## config.mk

```make
export PLATFORM = sky130hd
export DESIGN_NAME = stc_psum_drain
export DESIGN_NICKNAME = d
export VERILOG_FILES = /design/src/rtl/stc_psum_drain.sv
export SDC_FILE = /design/constraint.sdc
export NUM_CORES = 2
export LEC_CHECK = 0
export CAP_MARGIN = 10
export CORE_AREA = 5 5 509 511
export DETAILED_ROUTE_END_ITERATION = 6
export DIE_AREA = 0 0 514 516
export SETUP_SLACK_MARGIN = 0.2
export SLEW_MARGIN = 20
export SYNTH_ARGS = -nofsm -noshare
export SYNTH_HDL_FRONTEND = slang
export SYNTH_SLANG_ARGS = --single-unit
```

## constraint.sdc

```tcl
create_clock -name clk -period 4.54 [get_ports clk]
set_input_delay 1.362 -clock clk [delete_from_list [all_inputs] [get_ports clk]]
set_output_delay 1.362 -clock clk [all_outputs]
set_load 0.05 [all_outputs]
```

## src/rtl/stc_psum_drain.sv

```systemverilog
// stc_psum_drain
// Drains one accumulator result (N_PE rows of N elements) into an output
// buffer as N_PE row writes over a valid/ready handshake. The result is
// copied into a shadow register on acc_done, so the accumulator can start
// the next tile while the drain is in progress. An acc_done that arrives
// while a drain is still active is dropped and recorded in a sticky flag.

module stc_psum_drain #(
  parameter int N       = 16,  // output elements per PE row
  parameter int N_PE    = 4,   // PE rows per accumulator result
  parameter int DW_DATA = 16,  // bits per element
  parameter int ADDR_W  = 8    // output-buffer row address width
) (
  input  logic                        clk,
  input  logic                        reset,
  input  logic [N_PE*N*DW_DATA-1:0]   acc_out,
  input  logic                        acc_done,
  input  logic [ADDR_W-1:0]           base_addr,
  output logic                        busy,
  output logic                        wr_valid,
  input  logic                        wr_ready,
  output logic [ADDR_W-1:0]           wr_addr,
  output logic [N*DW_DATA-1:0]        wr_data,
  output logic                        drain_done,
  output logic                        overrun
);

  localparam int ROW_BITS = N * DW_DATA;
  localparam int ROW_W    = (N_PE > 1) ? $clog2(N_PE) : 1;
  localparam logic [ROW_W-1:0] LAST_ROW = ROW_W'(N_PE - 1);

  typedef enum logic [1:0] {
    IDLE = 2'd0,
    SEND = 2'd1,
    DONE = 2'd2
  } state_t;

  state_t              state;
  logic [ROW_BITS-1:0] shadow [N_PE];
  logic [ADDR_W-1:0]   base_q;
  logic [ROW_W-1:0]    row;
  logic [ROW_W-1:0]    next_row;
  logic [ROW_BITS-1:0] next_row_data;
  logic                capture;
  logic                xfer;

  // A new result is only taken while idle; anything else is an overrun.
  assign capture       = (state == IDLE) && acc_done;
  assign xfer          = wr_valid && wr_ready;
  assign next_row      = row + 1'b1;
  assign next_row_data = shadow[next_row];

  // Shadow copy of the accumulator result and its base address.
  // NOTE: the shadow array is reset explicitly so a drain can never expose
  // stale contents from before reset; it is small enough to live in flops.
  always_ff @(posedge clk or negedge reset) begin
    if (!reset) begin
      for (int p = 0; p < N_PE; p++) begin
        shadow[p] <= '0;
      end
      base_q <= '0;
    end else if (capture) begin
      for (int p = 0; p < N_PE; p++) begin
        shadow[p] <= acc_out[p*ROW_BITS +: ROW_BITS];
      end
      base_q <= base_addr;
    end
  end

  // Drain FSM with registered handshake outputs.
  // NOTE: all state here uses non-blocking assignments so every register
  // samples the pre-edge values, independent of statement order.
  always_ff @(posedge clk or negedge reset) begin
    if (!reset) begin
      state      <= IDLE;
      row        <= '0;
      busy       <= 1'b0;
      wr_valid   <= 1'b0;
      wr_addr    <= '0;
      wr_data    <= '0;
      drain_done <= 1'b0;
    end else begin
      drain_done <= 1'b0;
      case (state)
        IDLE: begin
          if (acc_done) begin
            // Row 0 comes straight from acc_out so wr_valid rises one
            // cycle after acc_done, while the shadow loads in parallel.
            state    <= SEND;
            busy     <= 1'b1;
            wr_valid <= 1'b1;
            row      <= '0;
            wr_addr  <= base_addr;
            wr_data  <= acc_out[ROW_BITS-1:0];
          end
        end
        SEND: begin
          // Without a transfer everything holds, keeping data/addr stable.
          if (xfer) begin
            if (row == LAST_ROW) begin
              state      <= DONE;
              wr_valid   <= 1'b0;
              drain_done <= 1'b1;
            end else begin
              row     <= next_row;
              wr_addr <= base_q + ADDR_W'(next_row);
              wr_data <= next_row_data;
            end
          end
        end
        DONE: begin
          state <= IDLE;
          busy  <= 1'b0;
          row   <= '0;
        end
        default: begin
          state    <= IDLE;
          busy     <= 1'b0;
          wr_valid <= 1'b0;
        end
      endcase
    end
  end

  // Sticky record of any acc_done that arrived while a drain was active.
  always_ff @(posedge clk or negedge reset) begin
    if (!reset) begin
      overrun <= 1'b0;
    end else if (acc_done && (state != IDLE)) begin
      overrun <= 1'b1;
    end
  end

endmodule

```

# Word-level counts from Yosys, hierarchy flattened
# Cells that the tools add are included.
# totals
ff_bits	1304
input_bits	1036
output_inout_bits	268
wordCells	65
# classes
add_sub_neg	2
magnitude_cmp	1
eq_ne	7
muxes	27
n_bitwise	3
n_reduce_logical	12
# op_table
cell	count
256-bit two-way mux	5
256-bit binary-select mux with 2-bit select	1
256-bit one-hot mux with 2 select lines	1
8-bit two-way mux	3
8-bit one-hot mux with 2 select lines	1
2-bit two-way mux	6
4-bit AND reduction	3
8-bit by 2-bit adder with 8-bit output	1
2-bit inequality test (second input constant)	4
1-bit two-way mux	6
2-bit one-hot mux with 3 select lines	1
2-bit equality test (second input constant)	2
2-bit one-hot mux with 2 select lines	1
2-bit nonzero test	2
3-bit greater-or-equal comparator (second input constant)	1
1-bit logical AND	3
2-bit NOT with 3-bit output	1
1-bit one-hot mux with 3 select lines	1
3-bit AND reduction	1
3-bit nonzero test	1
2-bit by 1-bit adder with 2-bit output (second input constant)	1
2-bit by 1-bit equality test with 1-bit output (second input constant)	1
2-bit logical NOT	1
1-bit NOT	2
2 further kinds	2

# Longest topological paths before layout
# depth
depth_word	8
ltp_mapped	9
depth_no_buf	7

# Worst setup path before layout
# No wires, ideal clock.
# synth_timing
path_type	input -> register
start	input acc_done
end	register shadow[704] (netlist name)
arrival_ns	2.379
slack_ns	2.033
path_stages	6
n_path_buf	4
cell_sequence	nor3b_2 > buf_2 > buf_6 > buf_6 > buf_6 > mux2_1
# synth_between
elab_chain_cells	1
# synth_rtl
element	line_no	text
from (decl)	17	input logic acc_done,
1-bit logical AND	48	assign capture = (state == IDLE) && acc_done;
to (signal, indexed assignment)	64	shadow[p] <= acc_out[p*ROW_BITS +: ROW_BITS];
to (decl)	39	logic [ROW_BITS-1:0] shadow [N_PE];
# Every way passes these cells.
# A chain may end at the register's enable or synchronous reset.

# Worst setup path in the final report
# layout_timing
start	register wr_data[96]
end	output wr_data[96]
# layout_rtl
element	line_no	text
from (decl)	23	output logic [N*DW_DATA-1:0] wr_data,
from (signal assigned)	94	wr_data <= acc_out[ROW_BITS-1:0];
from (signal assigned)	107	wr_data <= next_row_data;
# No word-level cell between the ends.

==> impl_metrics.json <==
{
  "status": "finished, final reports clean",
  "yosys.area.top_type_share_pct": 58.1,
  "area_growth_pct": 39.4,
  "cts_repair_resize_count": 0,
  "detail_route.iter0.violations": 2698,
  "finalCriticalPeriod_ps": 3750,
  "yosysWarningCount": 0,
  "clkLatencyLatePin_ps": 810,
  "finalCritPeriodShare_pct": 82.7,
  "fmax_mhz": 266,
  "r2r_cells": 5,
  "grt_max_degree": 123,
  "crit_arrival_ps": 2390,
  "routed_wl_um": 240000,
  "p_sw_mw": 24.1,
  "p_seq_share_pct": 34.5,
  "avgSynthCellArea_um2": 15.1,
  "hold_violations": 0,
  "ys_ff_latch": 1304,
  "synth_edf_count": 0,
  "gr-total-overflow": 0,
  "instances_no_fill": 8551,
  "switching_share_pct": 38.9,
  "min_from": "wr_data[77]",
  "cp_slowest_stage_delay_ps": 1210,
  "dp_slack_ps": 742,
  "setup_viol": 0,
  "synth_common_cells": "dfrtp_1 (1304), mux2_2 (832), nand2_1 (264)",
  "grt_pass1_vias": 41400,
  "r2r_slack_ps": 1490,
  "multi_input_area_um2": 21700,
  "yosys-top-cells-area": "dfrtp_1 (58%), mux2_2 (17%), mux4_2 (10%)",
  "synth.most_common_cell": "dfrtp_1",
  "netlist_instances": 3723,
  "crit_path_end_kind": "output port",
  "die_h_um": 516,
  "min_path_cells": 2,
  "rsz0062_at_grt": "no",
  "min_path_type": "reg2reg",
  "crit_buf_inv": 1,
  "grt_first_pass_wirelength_um": 331000,
  "crit_slowest_cell": "clkdlybuf4s50_1",
  "synth_nets": 4763,
  "nets": 6069,
  "tns_ps": 0,
  "crit_family": "buffers and inverters",
  "core-area_um2": 253000,
  "cts_root_buffer": "clkbuf_16",
  "ys_types": 36,
  "start_util_pct": 22.2,
  "power_mw": 61.9,
  "drive_gt1_share_pct": 28.6,
  "crit_chain": "clkdlybuf4s50_1",
  "clk_pin_slew_worst_paths_ps": 60,
  "p_leak_nw": 30.9,
  "place_area_um2": 73100,
  "htreeDepth": 4,
  "seq_area_frac_synth_pct": 58.1,
  "io_pins": 1304,
  "nFillCells": 25300,
  "post_cts_buffers": 0,
  "fin_util_pct": 30.9,
  "routabilityCongestion": 0.895,
  "port_buffers": 1303,
  "max-clock-path-buffers": 3,
  "synth_area_leader_cell": "dfrtp_1",
  "finalMaxSlewViolations": 0,
  "cts_hold_buf": 0,
  "antenna_found_initial": 157,
  "finalClockSkew_ps": 50.6,
  "route.antenna.remaining_nets": 0,
  "drc_errors": 0,
  "cts_made_buffers": 152,
  "reg2reg_to": "wr_data[2]",
  "synth_ff_type": "dfrtp_1",
  "power_frac_clock_pct": 20.2,
  "clock-sinks": 1304,
  "worstSetupPathType": "reg2out",
  "hold_ws_ps": 481,
  "regArea_um2": 32600,
  "cp.required_ps": 3180,
  "fin_ws_ps": 785,
  "holdPathEnd": "wr_data[77]",
  "row_count": 185,
  "max_slew_margin_pct": 26.2,
  "power.internal_mw": 37.8,
  "placed_cells": 8240,
  "cts_tree": "built",
  "wl_per_cell_um": 28.0,
  "worstPathMaxFanout": 2,
  "dp_hpwl_um": 185000,
  "drv_cap": 0,
  "die-area_um2": 265000,
  "power_frac_comb_pct": 45.3,
  "irDropWorstVdd_v": 0.000560,
  "track_usage_pct": 17.5,
  "r2r-start": "row[0]",
  "start_kind": "flop",
  "worstMarginPinSlew_ps": 1100,
  "die_w_um": 514,
  "powerDensity_nw_per_um2": 791,
  "via_count": 38900,
  "stdcell_area_um2": 78300,
  "async_flop_share_pct": 100,
  "firstDrtPassIters": 5,
  "syn_area_um2": 56200,
  "via_per_inst": 4.54
}
## placed cells by master, fill, tap and decap left out, types with 30 or more instances in the layout
| cell | Yosys | layout |
|---|---|---|
| clkdlybuf4s50_1 | 0 | 1301 |
| mux2_1 | 200 | 200 |
| mux4_2 | 256 | 256 |
| clkbuf_1 | 84 | 35 |
| nand2_1 | 264 | 264 |
| mux2_2 | 832 | 832 |
| clkbuf_8 | 0 | 30 |
| o22ai_1 | 257 | 257 |
| o21ai_1 | 260 | 260 |
| buf_4 | 77 | 103 |
| dfrtp_1 | 1304 | 1302 |
| diode_2 | 0 | 42 |
| clkbuf_16 | 0 | 153 |
| buf_12 | 0 | 37 |
## registers in the layout, summed over array words and instances (netlist names), 2 cells and up
signal and flops:
shadow 1024, wr_data 256, base_q 8, wr_addr 8, row 2, state 2
## how the worst max path moves through the flow
stage / from / slack, ps / cells past startpoint / end
2_1_floorplan: acc_done / 2030 / 6 / shadow[704]
3_3_place_gp: acc_done / 780 / 6 / shadow[636]
3_5_place_dp: acc_done / 740 / 6 / shadow[641]
4_1_cts: wr_data[255] / 710 / 1 / wr_data[255]
5_1_grt: wr_data[255] / 690 / 1 / wr_data[255]
6_report: wr_data[96] / 790 / 1 / wr_data[96]
## logic make-up (layout without fill, tap and decap cells)
family	count (synthesis)	count (layout)	synth area share [%]
other	0	42	0
DFF	1304	1304	58.1
AOI/OAI and AO/OA	535	535	5.39
adders and majority gates	4	4	0.102
buffers and inverters	293	1713	3.34
and+or+nand+nor	290	290	2.02
muxes	1291	1291	31.0
xor gates and xnor gates	6	6	0.0935
## cell type report
type / instances / share of cell area [%]
timing repair buffer: 1443 / 18.6
inverter: 2 / 0.00958
clock inverter: 50 / 0.866
multi-input combinational: 2126 / 27.7
clock buffer: 218 / 5.58
antenna: 42 / 0.134
sequential: 1304 / 41.7
tap: 3366 / 5.38
## routing by layer
metal  vias to the layer above  wire, um  GRT usage (%)  part of all wire, %
met5                         -       824              0                 0.34
met4                       128      6590           5.23                  2.8
met3                       439     29400           8.71                   12
met2                      1589    107000           26.7                   45
met1                     20200     96000           21.7                   40
li1                      16500         -              -                    -
## power groups by stage
| stage | Combinational (mW) | Clock [mW] | Sequential [mW] |
|---|---|---|---|
| after floorplan | 15.4 | 0 | 23.9 |
| after global placement | 27.9 | 0 | 21.3 |
| after detailed placement | 28.4 | 0 | 21.5 |
| after CTS | 28.4 | 12.9 | 21.4 |
| after global routing | 30.1 | 13.3 | 22.0 |
| final | 28.1 | 12.5 | 21.4 |
(Power assumes the default switching activity.)
